`src/rtl/cv32e40p_lce_pkg.sv`:
```
// LCE shared definitions: block marker word and injector states.
// Used by the marker injector and by the downstream LCE detector.
package cv32e40p_lce_pkg;

  localparam logic [31:0] LCE_MARKER = 32'h0000006f;

  typedef enum logic {
    LCE_INJ_PASS,
    LCE_INJ_INJECT
  } lce_inj_state_e;

  function automatic logic lce_is_marker(
    input logic [31:0] word
  );
    return word == LCE_MARKER;
  endfunction

endpackage

```
`src/rtl/cv32e40p_lce_marker_injector_if.sv`:
```
// IF->ID instruction stream as seen by the LCE marker injector.
// slave: injector side; master: prefetch/ID side driving it.
interface cv32e40p_lce_marker_injector_if;

  logic        instr_valid_i;
  logic [31:0] instr_rdata_i;
  logic        instr_ready_o;
  logic        instr_valid_o;
  logic [31:0] instr_rdata_o;
  logic        instr_ready_i;
  logic        marker_o;
  logic        injecting_o;

  modport slave (
    input  instr_valid_i,
    input  instr_rdata_i,
    input  instr_ready_i,
    output instr_ready_o,
    output instr_valid_o,
    output instr_rdata_o,
    output marker_o,
    output injecting_o
  );

  modport master (
    output instr_valid_i,
    output instr_rdata_i,
    output instr_ready_i,
    input  instr_ready_o,
    input  instr_valid_o,
    input  instr_rdata_o,
    input  marker_o,
    input  injecting_o
  );

endinterface

```
`src/rtl/cv32e40p_lce_bb_counter.sv`:
```
// Basic-block length counter: clear wins over increment,
// saturates at THRESH, hit flags the increment that reaches THRESH.
module cv32e40p_lce_bb_counter #(
  parameter int unsigned WIDTH  = 6,
  parameter int unsigned THRESH = 31
) (
  input  logic clk,
  input  logic rst_n,
  input  logic clr,
  input  logic inc,
  output logic hit
);

  localparam logic [WIDTH-1:0] TH    = WIDTH'(THRESH);
  localparam logic [WIDTH-1:0] TH_M1 = WIDTH'(THRESH - 1);

  logic [WIDTH-1:0] cnt_q;

  assign hit = inc & ~clr & (cnt_q == TH_M1);

  // count transfers since the last marker, never past the threshold
  always_ff @(posedge clk or negedge rst_n) begin
    if (!rst_n) begin
      cnt_q <= '0;
    end else if (clr) begin
      cnt_q <= '0;
    end else if (inc && cnt_q != TH) begin
      cnt_q <= cnt_q + WIDTH'(1);
    end
  end

endmodule

```
`src/rtl/cv32e40p_lce_marker_injector.sv`:
```
// LCE marker injector on the IF->ID path: inserts a block marker
// before the detector budget expires. Stats: CV32E40P_LCE_INJ_STATS_EN.
module cv32e40p_lce_marker_injector
  import cv32e40p_lce_pkg::*;
#(
  parameter int unsigned MAX_BB_LEN    = 32,
  parameter int unsigned INJ_THRESHOLD = MAX_BB_LEN - 1
) (
  input  logic clk,
  input  logic rst_n,
  input  logic enable_i,
`ifdef CV32E40P_LCE_INJ_STATS_EN
  output logic [31:0] inj_count_o,
`endif
  cv32e40p_lce_marker_injector_if.slave bus
);

  localparam int unsigned CNT_W = $clog2(MAX_BB_LEN + 1);

  lce_inj_state_e state_q;
  lce_inj_state_e state_d;

  logic up_mk;
  logic pass_xfer;
  logic inj_xfer;
  logic cnt_clr;
  logic cnt_inc;
  logic cnt_hit;

  assign up_mk = lce_is_marker(bus.instr_rdata_i);

  assign pass_xfer = (state_q == LCE_INJ_PASS)
                   & bus.instr_valid_i
                   & bus.instr_ready_i;

  assign inj_xfer = (state_q == LCE_INJ_INJECT)
                  & bus.instr_ready_i;

  // upstream marker wins over a threshold hit on the same beat
  assign cnt_inc = pass_xfer & ~up_mk & enable_i;
  assign cnt_clr = inj_xfer
                 | (pass_xfer & up_mk)
                 | ~enable_i;

  cv32e40p_lce_bb_counter #(
    .WIDTH  (CNT_W),
    .THRESH (INJ_THRESHOLD)
  ) u_bb_cnt (
    .clk   (clk),
    .rst_n (rst_n),
    .clr   (cnt_clr),
    .inc   (cnt_inc),
    .hit   (cnt_hit)
  );

  // state register
  always_ff @(posedge clk or negedge rst_n) begin
    if (!rst_n) begin
      state_q <= LCE_INJ_PASS;
    end else begin
      state_q <= state_d;
    end
  end

  // next state and output mux
  always_comb begin
    state_d           = state_q;
    bus.instr_valid_o = bus.instr_valid_i;
    bus.instr_rdata_o = bus.instr_rdata_i;
    bus.instr_ready_o = bus.instr_ready_i;
    bus.marker_o      = up_mk;
    bus.injecting_o   = 1'b0;
    unique case (state_q)
      LCE_INJ_PASS: begin
        if (cnt_hit) begin
          state_d = LCE_INJ_INJECT;
        end
      end
      LCE_INJ_INJECT: begin
        bus.instr_valid_o = 1'b1;
        bus.instr_rdata_o = LCE_MARKER;
        bus.instr_ready_o = 1'b0;
        bus.marker_o      = 1'b1;
        bus.injecting_o   = 1'b1;
        if (bus.instr_ready_i) begin
          state_d = LCE_INJ_PASS;
        end
      end
    endcase
  end

`ifdef CV32E40P_LCE_INJ_STATS_EN
  logic [31:0] inj_cnt_q;

  // count synthetic markers accepted by ID, wrapping
  always_ff @(posedge clk or negedge rst_n) begin
    if (!rst_n) begin
      inj_cnt_q <= '0;
    end else if (inj_xfer) begin
      inj_cnt_q <= inj_cnt_q + 32'd1;
    end
  end

  assign inj_count_o = inj_cnt_q;
`endif

endmodule

```
`src/flat_wrapper.sv`:
```
// flat-port wrapper written by rule: the top's interface ports become plain ports
module cv32e40p_lce_marker_injector_flat import cv32e40p_lce_pkg::*;
#(
  parameter int unsigned MAX_BB_LEN    = 32,
  parameter int unsigned INJ_THRESHOLD = MAX_BB_LEN - 1
)
  (clk, rst_n, enable_i, bus_instr_valid_i, bus_instr_rdata_i, bus_instr_ready_i, bus_instr_ready_o, bus_instr_valid_o, bus_instr_rdata_o, bus_marker_o, bus_injecting_o);
  cv32e40p_lce_marker_injector_if bus_i ();
  input  logic clk;
  input  logic rst_n;
  input  logic enable_i;
  input wire logic [$bits(bus_i.instr_valid_i)-1:0] bus_instr_valid_i;
  input wire logic [$bits(bus_i.instr_rdata_i)-1:0] bus_instr_rdata_i;
  input wire logic [$bits(bus_i.instr_ready_i)-1:0] bus_instr_ready_i;
  output wire logic [$bits(bus_i.instr_ready_o)-1:0] bus_instr_ready_o;
  output wire logic [$bits(bus_i.instr_valid_o)-1:0] bus_instr_valid_o;
  output wire logic [$bits(bus_i.instr_rdata_o)-1:0] bus_instr_rdata_o;
  output wire logic [$bits(bus_i.marker_o)-1:0] bus_marker_o;
  output wire logic [$bits(bus_i.injecting_o)-1:0] bus_injecting_o;
  assign bus_i.instr_valid_i = bus_instr_valid_i;
  assign bus_i.instr_rdata_i = bus_instr_rdata_i;
  assign bus_i.instr_ready_i = bus_instr_ready_i;
  assign bus_instr_ready_o = bus_i.instr_ready_o;
  assign bus_instr_valid_o = bus_i.instr_valid_o;
  assign bus_instr_rdata_o = bus_i.instr_rdata_o;
  assign bus_marker_o = bus_i.marker_o;
  assign bus_injecting_o = bus_i.injecting_o;
  cv32e40p_lce_marker_injector #(.MAX_BB_LEN(MAX_BB_LEN), .INJ_THRESHOLD(INJ_THRESHOLD)) u_core (.clk(clk), .rst_n(rst_n), .enable_i(enable_i), .bus(bus_i));
endmodule
```
`config.mk`:
```
export PLATFORM = sky130hd
export DESIGN_NAME = cv32e40p_lce_marker_injector_flat
export DESIGN_NICKNAME = d
export VERILOG_FILES = /design/src/rtl/cv32e40p_lce_pkg.sv /design/src/rtl/cv32e40p_lce_marker_injector_if.sv /design/src/rtl/cv32e40p_lce_bb_counter.sv /design/src/rtl/cv32e40p_lce_marker_injector.sv /design/src/flat_wrapper.sv
export SDC_FILE = /design/constraint.sdc
export NUM_CORES = 1
export LEC_CHECK = 0
export CORE_UTILIZATION = 28
export CTS_CLUSTER_DIAMETER = 50
export DETAILED_ROUTE_END_ITERATION = 6
export MAX_ROUTING_LAYER = met4
export PLACE_DENSITY = 0.77
export REMOVE_ABC_BUFFERS = 1
export SLEW_MARGIN = 25
export SYNTH_ARGS = -nofsm -noshare
export SYNTH_HDL_FRONTEND = slang
export SYNTH_HIERARCHICAL = 1
export SYNTH_SLANG_ARGS = --single-unit
```
`constraint.sdc`:
```
create_clock -name clk -period 1.6 [get_ports clk]
set_input_delay 0.24 -clock clk [delete_from_list [all_inputs] [get_ports clk]]
set_output_delay 0.24 -clock clk [all_outputs]
set_load 0.01 [all_outputs]
```
==> Yosys cells after proc, flatten, opt, wreduce, memory -nomap -nowiden <==
Index checks and enable logic that the tools add are counted.
W data, S select, Z words.
{ "classes": {"addsub": 1, "n_eq_ne": 3, "mux": 10, "n_bitwise": 14, "n_reduce_logical": 2} }
{ "ops": {"columns": ["cell", "n"], "rows": [
  ["$eq A32 B7 Y1 const B", 1],
  ["$mux W32", 1],
  ["$mux W6", 2],
  ["$and A1 B1 Y1", 8],
  ["$add A6 B1 Y6 const B", 1],
  ["$eq A6 B5 Y1 const B", 1],
  ["$mux W1", 6],
  ["$ne A6 B5 Y1 const B", 1],
  ["$not A1 Y1", 4],
  ["$or A1 B1 Y1", 2],
  ["$pmux W1 S2", 1],
  ["$reduce_bool A2 Y1", 1],
  ["$logic_and A1 B1 Y1", 1]
]} }
{ "word_totals": {"register_bits": 7, "out_inout_bits": 36, "word_cells": 32} }

==> Longest topological paths before layout <==
Gate-level depths: netlist of run 1.
{ "logic_depth": {"word_depth": 11, "depth_mapped": 8, "ltp_nobuf": 7} }

==> By module <==
The synthesis of run 1 kept the hierarchy.
{ "by_module_without_submodules": {"columns": ["mod", "instances", "cells_per_inst", "area_per_inst_um2", "seq_area_each_um2"], "rows": [
  ["cv32e40p_lce_bb_counter", 1, 43, 410.4, 150.1],
  ["cv32e40p_lce_marker_injector", 1, 55, 400.4, 25.0]
]} }

==> Worst setup path before layout of run 1 <==
Ideal clock, no wire load.
{ "synth_timing": {"kind": "register to register", "startpoint": "reg u_core.state_q", "endpoint": "reg u_core.u_bb_cnt.cnt_q[5]", "arrival_ns": 1.573, "t_required_ns": 1.475, "setup_slack_ns": -0.098, "path_stages_with_launch": 6, "synth_period_minus_slack_ns": 1.698, "path_cell_list": "dfrtp_1 -> nor2b_1 -> o2111a_1 -> and4_4 -> nand3_2 -> mux2_4"} }
{ "synth_via": {"elab_chain_len": 7, "elab_cells_between_ends": 12} }
{ "synth_rtl": {"columns": ["item", "line_no", "text"], "rows": [
  ["start, declared", "cv32e40p_lce_marker_injector.sv:20", "lce_inj_state_e state_q;"],
  ["start signal, assigned", "cv32e40p_lce_marker_injector.sv:61", "state_q <= state_d;"],
  ["$not A1 Y1", "cv32e40p_lce_marker_injector.sv:32", "assign pass_xfer = (state_q == LCE_INJ_PASS)"],
  ["$and A1 B1 Y1", "cv32e40p_lce_marker_injector.sv:33", "& bus.instr_valid_i"],
  ["$and A1 B1 Y1", "cv32e40p_lce_marker_injector.sv:34", "& bus.instr_ready_i;"],
  ["$and A1 B1 Y1 (2 in a row)", "cv32e40p_lce_marker_injector.sv:40", "assign cnt_inc = pass_xfer & ~up_mk & enable_i;"],
  ["named net u_core.cnt_inc", "cv32e40p_lce_marker_injector.sv:27", "logic cnt_inc;"],
  ["$logic_and A1 B1 Y1", "cv32e40p_lce_bb_counter.sv:27", "end else if (inc && cnt_q != TH) begin"],
  ["$reduce_bool A2 Y1 (no source line)", null, null],
  ["end signal, assigned", "cv32e40p_lce_bb_counter.sv:28", "cnt_q <= cnt_q + WIDTH'(1);"],
  ["end, declared", "cv32e40p_lce_bb_counter.sv:17", "logic [WIDTH-1:0] cnt_q;"]
]} }
The timed path passes the listed nets, and every way through them passes these cells.
A chain may end at the register's enable or synchronous reset.

==> Worst setup path after layout of run 1 <==
{ "layout_timing": {"startpoint": "in bus_instr_rdata_i[11]", "endpoint": "reg u_core.u_bb_cnt.cnt_q[5]"} }
{ "layout_via": {"elab_chain_len": 6, "elab_cells_between_ends": 10} }
{ "layout_rtl": {"columns": ["item", "line_no", "text"], "rows": [
  ["start, declared", "flat_wrapper.sv:13", "input wire logic [$bits(bus_i.instr_rdata_i)-1:0] bus_instr_rdata_i;"],
  ["$eq A32 B7 Y1", "cv32e40p_lce_pkg.sv:15", "return word == LCE_MARKER;"],
  ["$not A1 Y1", "cv32e40p_lce_marker_injector.sv:40", null],
  ["$and A1 B1 Y1 (2 in a row)", "cv32e40p_lce_marker_injector.sv:40", null],
  ["named net u_core.cnt_inc", "cv32e40p_lce_marker_injector.sv:27", null],
  ["$logic_and A1 B1 Y1", "cv32e40p_lce_bb_counter.sv:27", null],
  ["$reduce_bool A2 Y1 (no source line)", null, null]
]} }
The timed path passes the listed nets, and every way through them passes these cells.

==> results of run 1 <==
## worst max-delay path by stage
stage                          startpoint                  endpoint  slack [ps]  cells after the start
finish              bus_instr_rdata_i[11]  u_core/u_bb_cnt/cnt_q[5]        -170                      8
global route        bus_instr_rdata_i[30]  u_core/u_bb_cnt/cnt_q[1]        -190                      9
CTS                     bus_instr_ready_i         bus_instr_ready_o        -270                      4
detailed placement  bus_instr_rdata_i[12]  u_core/u_bb_cnt/cnt_q[0]        -690                      8
global placement    bus_instr_rdata_i[23]              bus_marker_o        -640                      6
floorplan                  u_core/state_q  u_core/u_bb_cnt/cnt_q[5]        -600                      5
## metrics by stage
stage / instances / setup WS [ps] / TNS (ps) / area, sq um / power [mW]
after CTS: 218 / -268 / -847 / 1600 / 0.599
after detailed placement: 207 / -685 / -6580 / 1650 / 0.484
final: 224 / -167 / -1420 / 1710 / 0.621
after global placement: 207 / -640 / -6050 / 1650 / 0.479
after floorplan: 93 / -595 / -2710 / 783 / 0.273
after global routing: 224 / -188 / -2960 / 1710 / 0.659
## power by group through the flow
stage | clock (mW) | combinational (mW) | sequential [mW]
after detailed placement | 0 | 0.295 | 0.189
after global placement | 0 | 0.290 | 0.188
after global routing | 0.190 | 0.282 | 0.186
final | 0.169 | 0.266 | 0.186
after floorplan | 0 | 0.0855 | 0.188
after CTS | 0.173 | 0.240 | 0.186
## synthesized netlist by cell type, types with 3 or more instances
library cell / count / share of area (%)
and4bb_1: 3 / 4.6
clkbuf_1: 3 / 1.4
dfrtp_1: 7 / 22
nand2_1: 4 / 1.9
nand3_1: 4 / 2.5
nand4_1: 3 / 2.3
nor2_1: 5 / 2.3
nor2b_1: 27 / 21
nor4_2: 3 / 4.6
o311ai_1: 3 / 3.2
or2_2: 6 / 4.6
## logic make-up (layout without fill, tap and decap cells)
family / Yosys count / in the layout
compound gates: 10 / 10
fa+ha+maj: 2 / 2
buf+inv: 7 / 102
flops: 7 / 7
mux: 3 / 3
simple gates: 69 / 69
## sequential cells by signal, indices dropped and copies added, names as in the netlist
| name | flops |
|---|---|
| u_core/u_bb_cnt/cnt_q | 6 |
| u_core/state_q | 1 |
## timing repair
item,4_1_cts,5_1_grt
pin swaps,19,15
resized for setup,213,53
gates cloned,3,0
setup buffers,5,7
endpoints found under the setup margin,43,19
## metal layers
metal | vias up | GRT usage [%] | part of all wire (%)
met5 | - | - | 0
met3 | 2 | 4.88 | 5.6
li1 | 542 | - | -
met4 | 0 | 8.36 | 0.26
met1 | 555 | 27.3 | 43
met2 | 43 | 38.6 | 51
## layout make-up
cell class / instances / share of cell area, %
Multi-Input combinational cell: 84 / 42.2
Tap cell: 31 / 2.27
Sequential cell: 7 / 10.3
Timing Repair Buffer: 96 / 43.3
Clock buffer: 4 / 1.54
Inverter: 2 / 0.439
==> results.txt, run 1 <==
dominant synthesized flop cell: dfrtp_1
die width: 55.8 microns
run status: complete, but fails checks
crit path kind: primary input to flop
CTS Root Cell: clkbuf_4
I/O pin count: 73
simple-gate share of the synthesized area: 56.9%
share of cells above drive strength 1: 58.5%
asr flop ratio synth: 100%
Worst Path Max Fanout: 3
CTS Buf Count: 3
global router's overall resource usage: 23.0%
FF-to-FF setup slack: -90 ps
worst r2r src: u_core/state_q
XOR/XNOR share of the synthesized area: 0%
mux share of post-synthesis cell area: 4.32%
Layout Utilization: 62.0%
Clock Sink Count: 7
final wirelength: 3800 microns
fillers: 242
Critical-path top delay cell: nor4_2
PnR worst setup slack: -167 ps
mapped cell area: 811 sq um
die height: 55.8 microns
YS warnings: 6
TritonRoute pass-1 iters: 4
clock tree buffer depth: 2
register share of total power: 30.0%
first-pass GRT wire length: 5460 microns
Net Sw Frac: 31.7%
Tcrit/Tclk final: 110%
RR Endpoint: u_core/state_q
CP top delay family: simple AND/OR/NAND/NOR gates
clock power share: 27.2%
Vias: 1142
number of flops mapped to enable cells by yosys: 0
PortBufs: 72
Area growth, synth to finish: 111%
Synth Register Bits: 7
Antenna Nets Post-Route: 0
Worst-Margin Slew: 342 ps
Mapped Cells: 98
Register Area: 176 sq um
initial antenna violation count: 0
failing checks: negative setup slack
Final GP Congestion: 0.903
GRT overflow: 0
maximum VDD drop: 0.360 mV
fin. max-slew vios: 0
RSZ-0062 raised after global routing: true
Unique masters post-synth: 34
Final setup viols: 24
worst path required time: 1740 ps
Crit path largest cell delay: 300 ps
crit path DAT: 1910 ps
commonest non-fill, non-tap cell in the layout: buf_2
core area: 2760 sq um
Clock transition at path regs: 60 ps
Min Hold Slack: 253 ps
minimum clock period: 1770 ps
Residual DRC: 0
drt wl/cell: 17.0 microns
Max Clock Freq: 0.566 GHz
Synth Area in Compound Gates: 9.72%
fin nets: 233
commonest non-fill, non-tap cells in the layout: buf_2 (38), nor2b_1 (18), buf_4 (15), buf_6 (11), clkbuf_2 (11)
CP bufs+invs: 2
Adder-Cell Fraction of Synth Area: 3.09%
CTS Hold Bufs: 0
number of max-cap violations: 0
max_slew headroom: 77.2%
hold crit path type: primary input to async pin
die area: 3110 sq um
clk_lat worst skew: 250 ps
Multi-input gate area: 721 sq um
CP Capture Type: flop
H-tree levels: 1
largest net degree at the start of global routing: 14
cell area power density: 364 nW/um^2
Detailed Place HPWL: 2640 microns
Final Skew: 0.520 ps
Initial DRC Count: 19
Pleak: 0.867 nW
register area share after synthesis: 21.6%
P_int: 0.424 mW
critical-path cell list: clkbuf_2 > nor4_2 > nand4_1 > buf_4 > o2111a_1 > and4_4 > nand3_2 > mux2_4
number of global-route vias before repair: 1107
synthesized area per cell: 8.27 sq um
logic gate share of total power: 42.8%
Switching Power: 0.197 mW
Core Rows: 19
Initial Util: 29.4%
main combinational cell family by area after synthesis: simple AND/OR/NAND/NOR gates
reg2reg path depth: 10
vias per inst: 5.10
Final Hold Viols: 0
CTS tree: done
crit path launch type: primary input
diodes inserted: 0
Power figures use the tool's default switching activity.
==> run 2, diff against run 1 <==
--- a/config.mk
+++ b/config.mk
@@ -11,6 +11,7 @@
 export MAX_ROUTING_LAYER = met4
 export PLACE_DENSITY = 0.77
 export REMOVE_ABC_BUFFERS = 1
+export SETUP_SLACK_MARGIN = 0.5
 export SLEW_MARGIN = 25
 export SYNTH_ARGS = -nofsm -noshare
 export SYNTH_HDL_FRONTEND = slang
==> constraint.sdc (replaced) <==
create_clock -name clk -period 1.6 [get_ports clk]
set_input_delay 0.24 -clock clk [delete_from_list [all_inputs] [get_ports clk]]
set_output_delay 0.24 -clock clk [all_outputs]
set_load 0.02 [all_outputs]
==> results.txt, run 2 (synthesized netlist as in run 1, its figures left out) <==
number of max-cap violations: 0
CTS tree: done
failing checks: negative setup slack
register share of total power: 26.7%
hold crit path type: primary input to async pin
Residual DRC: 0
Net Sw Frac: 33.7%
PortBufs: 72
Detailed Place HPWL: 2760 microns
Final GP Congestion: 0.948
Crit path largest cell delay: 290 ps
GRT overflow: 0
diodes inserted: 0
PnR worst setup slack: -147 ps
Inst Count DP: 209
Core Rows: 19
Initial DRC Count: 68
Switching Power: 0.236 mW
Top Registers: u_core/u_bb_cnt/cnt_q x6, u_core/state_q x1
CTS Root Cell: clkbuf_4
Final Skew: 2.66 ps
global router's overall resource usage: 23.1%
Final Hold Viols: 0
first-pass GRT wire length: 5440 microns
FF-to-FF setup slack: -50 ps
reg2reg path depth: 6
CP Capture Type: flop
die height: 55.8 microns
Worst Path Max Fanout: 5
RR Endpoint: u_core/u_bb_cnt/cnt_q[5]
cell area power density: 374 nW/um^2
clk_lat worst skew: 250 ps
clock power share: 23.6%
CTS Buf Count: 3
minimum clock period: 1750 ps
commonest non-fill, non-tap cell in the layout: buf_4
run status: complete, but fails checks
Pleak: 0.898 nW
Largest register FFs: 6
number of global-route vias before repair: 1072
Final setup viols: 17
Min Hold Slack: 257 ps
crit path kind: primary input to flop
crit-path most repeated cell: o311ai_2
max_slew headroom: 76.4%
Antenna Nets Post-Route: 0
setup slack after placement: -732 ps
die area: 3110 sq um
critical-path cell list: dlygate4sd2_1 > and4bb_1 > nand4_1 > o311ai_2 > buf_4 > and4b_1 > a32oi_2 > o311ai_2
clock tree buffer depth: 2
Initial Util: 29.4%
worst path required time: 1710 ps
I/O pin count: 73
final wirelength: 3930 microns
CTS Hold Bufs: 0
Tcrit/Tclk final: 109%
most flop-heavy register: u_core/u_bb_cnt/cnt_q
commonest non-fill, non-tap cells in the layout: buf_4 (29), buf_6 (27), nor2b_1 (19), buf_2 (16)
worst r2r src: u_core/state_q
initial antenna violation count: 0
fin nets: 234
die width: 55.8 microns
CP bufs+invs: 2
Worst-Margin Slew: 353 ps
share of cells above drive strength 1: 59.8%
largest net degree at the start of global routing: 11
vias per inst: 5.19
logic gate share of total power: 49.7%
RSZ-0062 raised after global routing: true
Clock transition at path regs: 50 ps
crit path launch type: primary input
Area growth, synth to finish: 131%
Max Clock Freq: 0.572 GHz
CP top delay family: compound AO/OA/AOI/OAI gates
P_int: 0.463 mW
crit path DAT: 1860 ps
Non-Filler Instances: 225
core area: 2760 sq um
Critical-path top delay cell: o311ai_2
H-tree levels: 1
drt wl/cell: 17.5 microns
maximum VDD drop: 0.487 mV
Vias: 1168
TritonRoute pass-1 iters: 4
Clock Sink Count: 7
fin. max-slew vios: 0
Layout Utilization: 67.8%
run 2: how the worst max path moves through the flow:
| stage | startpoint | endpoint | slack, ps | cells after the start |
|---|---|---|---|---|
| CTS | bus_instr_rdata_i[17] | u_core/u_bb_cnt/cnt_q[0] | -80 | 8 |
| global route | bus_instr_rdata_i[6] | u_core/u_bb_cnt/cnt_q[0] | -200 | 8 |
| global placement | bus_instr_rdata_i[23] | bus_marker_o | -650 | 5 |
| floorplan | u_core/state_q | u_core/u_bb_cnt/cnt_q[5] | -800 | 5 |
| finish | bus_instr_rdata_i[6] | u_core/u_bb_cnt/cnt_q[0] | -150 | 8 |
| detailed placement | bus_instr_rdata_i[12] | u_core/u_bb_cnt/cnt_q[0] | -730 | 8 |
run 2: cell type report:
class                      count  area (sq um)
multi-input combinational     84           722
clock buffer                   4          26.3
timing repair buffer          97           900
fill                         219           887
tap                           31          38.8
inverter                       2          7.51
sequential                     7           176
run 2: worst reg2reg max path, stage by stage (launching register included):
cell and delay (ps):
dfrtp_2 440, buf_12 140, nor2b_4 120, o2111a_1 220, and4_4 250, nand3_2 80, mux2_4 300
run 2: through the flow:
stage / instance area (sq um) / TNS, ps / total power, mW
floorplan: 783 / -3840 / 0.308
global placement: 1670 / -7990 / 0.514
detailed placement: 1670 / -8580 / 0.523
CTS: 1650 / -1090 / 0.657
global route: 1870 / -1770 / 0.727
finish: 1870 / -760 / 0.699
run 2: power groups by stage:
stage / clock network [mW] / registers [mW] / logic [mW]
after floorplan: 0 / 0.188 / 0.120
after global placement: 0 / 0.188 / 0.326
after detailed placement: 0 / 0.189 / 0.334
after CTS: 0.168 / 0.186 / 0.303
after global routing: 0.175 / 0.187 / 0.364
final: 0.165 / 0.187 / 0.347
run 2: metal layers:
metal | wire (microns) | vias to the layer above | global-route usage [%]
met4 | 97 | 0 | 7.67
met1 | 1530 | 555 | 27.3
met3 | 260 | 10 | 3.49
met2 | 2050 | 53 | 40.1
li1 | - | 550 | -
met5 | 0 | - | -
run 2: timing repair:
action,CTS,global route
cloned,2,0
pin swaps,16,13
endpoints found under the setup margin,43,43
setup buffers,3,7
gates resized for setup,285,54
==> run 3, diff against run 2 <==
--- a/config.mk
+++ b/config.mk
@@ -8,6 +8,7 @@
 export CORE_UTILIZATION = 28
 export CTS_CLUSTER_DIAMETER = 50
 export DETAILED_ROUTE_END_ITERATION = 6
+export GPL_ROUTABILITY_DRIVEN = 0
 export MAX_ROUTING_LAYER = met4
 export PLACE_DENSITY = 0.77
 export REMOVE_ABC_BUFFERS = 1
==> results of run 3 <==
No change in the layout: final DEF, timing and power equal those of run 2.
